### config.mk
export PLATFORM = sky130hd
export DESIGN_NAME = elastic_buffer_ctrl
export DESIGN_NICKNAME = d
export VERILOG_FILES = /design/src/rtl/elastic_buffer_ctrl.sv
export SDC_FILE = /design/constraint.sdc
export NUM_CORES = 1
export LEC_CHECK = 0
export CORE_MARGIN = 8
export CORE_UTILIZATION = 24
export CTS_CLUSTER_DIAMETER = 60
export DETAILED_ROUTE_END_ITERATION = 8
export HOLD_SLACK_MARGIN = 0.15
export PLACE_DENSITY = 0.48
export SLEW_MARGIN = 0
export SYNTH_ARGS = -nofsm -noshare
export SYNTH_HDL_FRONTEND = slang
export SYNTH_SLANG_ARGS = --single-unit
### constraint.sdc
create_clock -name read_clk -period 5.3 [get_ports read_clk]
set_input_delay 0.795 -clock read_clk [delete_from_list [all_inputs] [get_ports read_clk]]
set_output_delay 0.795 -clock read_clk [all_outputs]
set_load 0.01 [all_outputs]
### src/rtl/elastic_buffer_ctrl.sv
// -----------------------------------------------------------------------------
// elastic_buffer_ctrl
//
// Read-domain controller for an elastic (clock-compensation) buffer. The write
// pointer arrives as Gray code from the write clock domain. It is synchronised,
// converted to binary and subtracted from the read pointer to produce a
// registered fill level. A small FSM uses that fill level to do three things:
// gate the read pointer, ask the read-pointer logic to repeat a SKP symbol when
// the buffer runs low, and ask it to drop a SKP symbol when the buffer runs
// high.
//
// Request semantics: add_req / del_req are level requests. Each one stays high
// for as long as the FSM is in ADD / DEL. ADD is acknowledged by skp_added.
// DEL is acknowledged by a SKP symbol on data_out while read_enable is high.
// A request that is not acknowledged is withdrawn after TIMEOUT cycles. The two
// requests are mutually exclusive because each one is decoded from its own
// state.
//
// Optional feature: define ELASTIC_BUF_STATS_EN to add the saturating
// add_count / del_count / err_count statistics outputs.
//
// Ports
//   read_clk            in   read-domain clock, rising edge
//   rst_n               in   asynchronous active-low reset
//   gray_write_pointer  in   [AW:0] Gray write pointer (unsynchronised)
//   read_address        in   [AW:0] binary read pointer
//   data_out            in   [DATA_WIDTH-1:0] symbol at the buffer output
//   skp_added           in   read-pointer logic repeated a SKP this cycle
//   buffer_mode         in   1 = nominal half full, 0 = nominal empty
//   read_enable         out  read pointer may advance
//   add_req             out  request SKP insertion
//   del_req             out  request SKP deletion
//   fill_level          out  [AW:0] registered occupancy
//   underflow           out  single-cycle pulse, buffer ran dry while reading
//   overflow            out  single-cycle pulse, occupancy reached BUFFER_DEPTH
//   state               out  [1:0] FSM state (FILL=0, RUN=1, ADD=2, DEL=3)
//   add_count           out  [15:0] completed insertions   (stats build only)
//   del_count           out  [15:0] completed deletions    (stats build only)
//   err_count           out  [15:0] underflow/overflow/timeout events (stats)
// -----------------------------------------------------------------------------
module elastic_buffer_ctrl #(
  parameter int DATA_WIDTH   = 10,
  parameter int BUFFER_DEPTH = 16,
  parameter int HI_WM        = 12,
  parameter int LO_WM        = 4,
  parameter int TIMEOUT      = 255,
  localparam int AW          = $clog2(BUFFER_DEPTH)
) (
  input  logic                  read_clk,
  input  logic                  rst_n,
  input  logic [AW:0]           gray_write_pointer,
  input  logic [AW:0]           read_address,
  input  logic [DATA_WIDTH-1:0] data_out,
  input  logic                  skp_added,
  input  logic                  buffer_mode,
  output logic                  read_enable,
  output logic                  add_req,
  output logic                  del_req,
  output logic [AW:0]           fill_level,
  output logic                  underflow,
  output logic                  overflow,
  output logic [1:0]            state
`ifdef ELASTIC_BUF_STATS_EN
  ,
  output logic [15:0]           add_count,
  output logic [15:0]           del_count,
  output logic [15:0]           err_count
`endif
);

  localparam logic [1:0] ST_FILL = 2'd0;
  localparam logic [1:0] ST_RUN  = 2'd1;
  localparam logic [1:0] ST_ADD  = 2'd2;
  localparam logic [1:0] ST_DEL  = 2'd3;

  // Thresholds cast to the fill-level width so that the comparisons stay
  // width-matched.
  localparam logic [AW:0] L_HALF  = (AW+1)'(BUFFER_DEPTH / 2);
  localparam logic [AW:0] L_DEPTH = (AW+1)'(BUFFER_DEPTH);
  localparam logic [AW:0] L_HI    = (AW+1)'(HI_WM);
  localparam logic [AW:0] L_LO    = (AW+1)'(LO_WM);
  localparam logic [7:0]  L_TMO   = 8'(TIMEOUT);

  localparam logic [DATA_WIDTH-1:0] SKP_POS = DATA_WIDTH'(10'b0011111001);
  localparam logic [DATA_WIDTH-1:0] SKP_NEG = DATA_WIDTH'(10'b1100000110);

  logic [AW:0] r_sync1;
  logic [AW:0] r_sync2;
  logic [AW:0] r_fill;
  logic [AW:0] w_wr_bin;
  logic [1:0]  r_state;
  logic [1:0]  w_next_state;
  logic [7:0]  r_timer;
  logic        r_ovf_cond_d;
  logic        w_ovf_cond;
  logic        w_underflow;
  logic        w_overflow;
  logic        w_is_skp;
  logic        w_timed_out;
  logic        w_restart;
  logic        w_add_done;
  logic        w_del_done;
  logic        w_timeout;
  logic        w_next_is_req;
  logic        w_read_en;

  // Two-flop synchroniser for the Gray write pointer.
  always_ff @(posedge read_clk or negedge rst_n) begin
    if (!rst_n) begin
      r_sync1 <= '0;
      r_sync2 <= '0;
    end else begin
      r_sync1 <= gray_write_pointer;
      r_sync2 <= r_sync1;
    end
  end

  // Gray to binary: bit i is the XOR of all Gray bits from i upwards.
  always_comb begin
    w_wr_bin = '0;
    for (int i = 0; i <= AW; i++) begin
      w_wr_bin[i] = ^(r_sync2 >> i);
    end
  end

  // The modulo-2^(AW+1) subtraction already handles pointer wrap.
  always_ff @(posedge read_clk or negedge rst_n) begin
    if (!rst_n) begin
      r_fill <= '0;
    end else begin
      r_fill <= w_wr_bin - read_address;
    end
  end

  assign w_read_en   = (r_state != ST_FILL);
  assign w_is_skp    = (data_out == SKP_POS) || (data_out == SKP_NEG);
  assign w_timed_out = (r_timer == L_TMO);
  assign w_underflow = w_read_en && (r_fill == '0);

  // Overflow is edge-detected so that a buffer that stays full reports a
  // single event and does not keep restarting the DEL timeout.
  assign w_ovf_cond  = (r_fill >= L_DEPTH);
  assign w_overflow  = w_ovf_cond && !r_ovf_cond_d;

  always_ff @(posedge read_clk or negedge rst_n) begin
    if (!rst_n) begin
      r_ovf_cond_d <= 1'b0;
    end else begin
      r_ovf_cond_d <= w_ovf_cond;
    end
  end

  // Next-state logic. Underflow beats every other transition. Overflow comes
  // next and forces DEL, or restarts DEL if the FSM is already there.
  always_comb begin
    w_next_state = r_state;
    w_restart    = 1'b0;
    w_add_done   = 1'b0;
    w_del_done   = 1'b0;
    w_timeout    = 1'b0;
    if (w_underflow) begin
      w_next_state = ST_FILL;
    end else if (w_overflow) begin
      w_next_state = ST_DEL;
      w_restart    = 1'b1;
    end else begin
      case (r_state)
        ST_FILL: begin
          if (buffer_mode ? (r_fill >= L_HALF) : (r_fill != '0)) begin
            w_next_state = ST_RUN;
          end
        end
        ST_RUN: begin
          if (buffer_mode && (r_fill <= L_LO)) begin
            w_next_state = ST_ADD;
            w_restart    = 1'b1;
          end else if (r_fill >= L_HI) begin
            w_next_state = ST_DEL;
            w_restart    = 1'b1;
          end
        end
        ST_ADD: begin
          if (skp_added) begin
            w_next_state = ST_RUN;
            w_add_done   = 1'b1;
          end else if (w_timed_out) begin
            w_next_state = ST_RUN;
            w_timeout    = 1'b1;
          end
        end
        default: begin
          if (w_is_skp && w_read_en) begin
            w_next_state = ST_RUN;
            w_del_done   = 1'b1;
          end else if (w_timed_out) begin
            w_next_state = ST_RUN;
            w_timeout    = 1'b1;
          end
        end
      endcase
    end
  end

  assign w_next_is_req = (w_next_state == ST_ADD) || (w_next_state == ST_DEL);

  always_ff @(posedge read_clk or negedge rst_n) begin
    if (!rst_n) begin
      r_state <= ST_FILL;
    end else begin
      r_state <= w_next_state;
    end
  end

  // Timeout counter: zero outside ADD/DEL and on entry, then counts every
  // cycle spent waiting. It holds at its maximum value instead of wrapping.
  always_ff @(posedge read_clk or negedge rst_n) begin
    if (!rst_n) begin
      r_timer <= '0;
    end else if (w_restart || !w_next_is_req) begin
      r_timer <= '0;
    end else if (r_timer != 8'hFF) begin
      r_timer <= r_timer + 8'd1;
    end
  end

  assign state       = r_state;
  assign read_enable = w_read_en;
  assign add_req     = (r_state == ST_ADD);
  assign del_req     = (r_state == ST_DEL);
  assign fill_level  = r_fill;
  assign underflow   = w_underflow;
  assign overflow    = w_overflow;

`ifdef ELASTIC_BUF_STATS_EN
  logic [15:0] r_add_count;
  logic [15:0] r_del_count;
  logic [15:0] r_err_count;

  always_ff @(posedge read_clk or negedge rst_n) begin
    if (!rst_n) begin
      r_add_count <= '0;
      r_del_count <= '0;
      r_err_count <= '0;
    end else begin
      if (w_add_done && (r_add_count != 16'hFFFF)) begin
        r_add_count <= r_add_count + 16'd1;
      end
      if (w_del_done && (r_del_count != 16'hFFFF)) begin
        r_del_count <= r_del_count + 16'd1;
      end
      if ((w_underflow || w_overflow || w_timeout) && (r_err_count != 16'hFFFF)) begin
        r_err_count <= r_err_count + 16'd1;
      end
    end
  end

  assign add_count = r_add_count;
  assign del_count = r_del_count;
  assign err_count = r_err_count;
`endif

endmodule
* Word level (Yosys, flattened, before mapping)
Cells that the tools add are included.
Word-level totals: bits in writable memories 0, input port bits 24, bits in registers 26, memories kept 0, word-level logic and storage cells 57, bits in latches 0, memory bits (read-only) 0
Operators by class: $add $sub $neg 2, reductions and logical operators 19, $lt $le $gt $ge 4, multiplexer cells 17, multipliers 0, bitwise operators 0, div/mod/pow operators 0, eq/ne operators 9, shift operators 0
Operators by type and width (number):
- $reduce_xor 5->1 | 5
- $mux 2 | 8
- $mux 8 | 2
- $eq 10x10->1 const B | 1
- $eq 10x8->1 const B | 1
- $ge 5x4->1 const B | 2
- $add 8x1->8 const B | 1
- $eq 2x2->1 const B | 4
- $eq 8x8->1 const B | 1
- $ne 8x8->1 const B | 1
- $mux 1 | 6
- $pmux 2 s3 | 1
- $ge 5x5->1 const B | 1
- $le 5x3->1 const B | 1
- $logic_not 5->1 | 1
- $reduce_bool 5->1 | 1
- $sub 5x5->5 | 1
- $logic_and 1x1->1 | 4
- $reduce_bool 2->1 | 2
- $logic_or 1x1->1 | 3
- $eq 2x1->1 const B | 1
- $logic_not 1->1 | 2
- $logic_not 2->1 | 1

* Depth between registers and ports, before layout
word-level depth 12, depth in mapped cells 10

* Least setup slack after synthesis
No wires, ideal clock.
path type register to register, from register r_sync2[4], to register r_fill[4] (netlist: fill_level[4]), arrival 2.258 ns, cell stages (with the launch flop) 11, library setup time 0.124 ns, path buffers 0, setup slack 2.917 ns, path through dfrtp_1 > xor2_1 > xor2_1 > xor2_1 > xnor2_1 > ha_1 > inv_1 > fa_1 > a21o_1 > a21oi_1 > xnor2_1
On the way: longest elaborated chain between the ends 2
Ends and longest elaborated chain:
- from (decl) | RTL line 88 | logic [AW:0] r_sync2;
- from (signal assigned) | RTL line 114 | r_sync2 <= r_sync1;
- $reduce_xor 5->1 | RTL line 122 | w_wr_bin[i] = ^(r_sync2 >> i);
- $sub 5x5->5 * | RTL line 131 | r_fill <= w_wr_bin - read_address;
- to (signal assigned) | RTL line 131
- to (decl) | RTL line 89 | logic [AW:0] r_fill;
Mark *: on every way between the ends. The rest lies on a longest branch, timed or not. A chain may end at the register's enable or synchronous reset.

* Final worst setup path
from register r_fill[2] (netlist: fill_level[2]), to output underflow
On the way: longest elaborated chain between the ends 2
Ends and longest elaborated chain:
- $logic_not 5->1 | RTL line 138 | assign w_underflow = w_read_en && (r_fill == '0);
- $logic_and 1x1->1 | RTL line 138
- to (decl) | RTL line 60 | output logic underflow,
No other way between the ends.

==> reports/metrics.cfg <==
[run_status]
status=completed

[placed_design]
place_congestion=0.769
pre_cts_ws_ps=2720
place_hpwl_mm=2.09
numPortBuffers=35
dp_cells=214

[logic_synthesis]
synth.ff_latch_count=26
synthCells=111
synth.avg_cell_area_um2=11.3
syn-num-nets=141
syn-cell-area_um2=1250
synth_ff_type=dfrtp_1
ys_warn_count=0
netlist-cell-type-count=36
async_flop_share=1.00
synth_edf_count=0
synth-seq-area-share=0.519

[critical_path]
critPathArrivalTime_ps=1810
path_max_fanout=4
r2r-start=r_sync2[4]
reg2reg_to=fill_level[4]
critPathRequiredTime_ps=4510
setup.worst_path.class=reg -> out
r2r_slack_ps=2750
cp-end-kind=output port
r2r_cells=10
crit_path_start_kind=flop

[hold_path]
min-delay-start=r_sync1[2]
worstHoldEndpoint=r_sync2[2]
hp-class=reg -> reg
hold_depth=0

[die]
io-pin-count=36
dieArea_um2=7790
die_h_um=88.3
core_area_um2=5070
start_util=0.247
num_rows=26
fp.dieW_um=88.3

[route]
wl_per_cell_um=12.4
vias=940
drtIter0Drc=53
dr.pass1.iters=4
routed_wl_mm=2.71
drcViolationCount=0
drtAntennaViolNets=0
via_per_inst=4.31

[sta]
max_freq_mhz=384
worstMarginPinSlew_ps=420
rsz0062_at_grt=false
fin_crit_ps=2610
period_share=0.492
fin_setup_tns_ps=0
maxSlewHeadroom=0.720
holdWs_ps=354
hold_viol=0
finalMaxSlewViolations=0
finClkSkew_ps=3.96
setup_ws_ps=2690
setup_violations=0

[clock_network]
cts_buffers=3
clock_latency_ps=260
cts_tree=yes
htree_levels=1
root_buffer=clkbuf_8
cts_setup_buffers=0
cts.clk_slew.worst_paths_ps=90
clock-sinks=26
cts.repair.resized=0
cts_hold_buf=0
ctsLongestPathBuffers=2

[cells_and_area]
antenna_cells=0
fin_cells=218
area.growth.synth_to_final_pct=38.3
drive_above_1_share=0.0743
fin_nets=179

[global_route]
grt_pass1_vias=958
grt_max_degree=27
overflow=0
antenna_found_initial=0
grt_pass1_wl_mm=4.62
grt_util_all_layers=0.0751

[power]
p_leak_nw=0.718
total_power_uw=668
ir_drop_v=0.000116
power_density_nw_per_um2=385

[flow_run]
max_cap_viol_count=0

cell usage after synthesis, types with 2 or more instances:
master	n	area, um^2
dfrtp_1	26	651
nor3_1	8	40.0
inv_1	6	22.5
a21oi_1	5	25.0
ha_1	5	62.6
nand3_1	5	25.0
o21ai_0	5	25.0
xor2_1	5	43.8
nand2_1	4	15.0
nor2_1	4	15.0
xnor2_1	4	35.0
and3_1	3	18.8
a21o_1	2	15.0
and2_1	2	12.5
mux2i_1	2	20.0
nand3b_1	2	15.0
nand4_1	2	12.5
nor4_1	2	12.5
or2_2	2	12.5
sequential cells by signal, summed over array words and instances, names as in the netlist:
signal	flops
state	2
r_sync1	5
r_timer	8
fill_level	5
r_sync2	5
r_ovf_cond_d	1
critical path, stage by stage (launching register included):
cell	delay, ps
dfrtp_1	420
nor3_1	310
and3_1	260
clkdlybuf4s50_1	560
cell usage in the layout, fill, tap and decap left out, types with 3 or more instances in the layout:
cell type,Yosys,layout
dfrtp_1,26,26
clkbuf_8,0,4
nor2_1,4,4
a21oi_1,5,5
nor3_1,8,8
clkdlybuf4s50_1,0,35
xnor2_1,4,4
xor2_1,5,5
nand2_1,4,4
o21ai_0,5,5
and3_1,3,3
ha_1,5,5
inv_1,6,6
nand3_1,5,5
logic make-up after synthesis:
kind of cell               after synthesis  share of synthesized area
and+or+nand+nor                         43                      0.212
DFF                                     26                      0.519
AOI/OAI and AO/OA                       16                     0.0908
xor gates and xnor gates                 9                     0.0629
buffers and inverters                    9                     0.0339
adders and majority gates                6                     0.0659
muxes                                    2                     0.0160
per-layer routing:
metal  share of wire  track usage
met1            0.50       0.0960
met2            0.41        0.112
met3           0.075       0.0223
met4           0.016       0.0369
met5               0            0
per-stage QoR:
stage	util	instance area [um^2]
floorplan	-	1250
detailed placement	0.331	1680
finish	0.342	1730
CTS	0.342	1730
global placement	0.331	1680
global route	0.342	1730
power breakdown:
group	switching [mW]	leakage, nW	internal (mW)	total [mW]
Clock	0.0594	0.0288	0.0663	0.126
Combinational	0.133	0.372	0.140	0.273
Sequential	0.0348	0.317	0.234	0.269
area by class of cell:
type                       instances  area, um^2
fill                             538        3340
sequential                        26         651
multi-input combinational         76         561
timing repair buffer              36         358
tap                               70        87.6
clock buffer                       4        55.1
inverter                           6        22.5
how the worst max path moves through the flow:
stage	from	end	slack, ps	cells past startpoint
floorplan	r_sync2[4]	fill_level[4]	2920	10
global placement	data_out[2]	r_timer[6]	2770	6
detailed placement	data_out[2]	r_timer[5]	2720	6
CTS	fill_level[2]	underflow	2670	3
global route	fill_level[2]	underflow	2560	3
finish	fill_level[2]	underflow	2690	3
No activity file was read; power rests on OpenSTA's default activity.
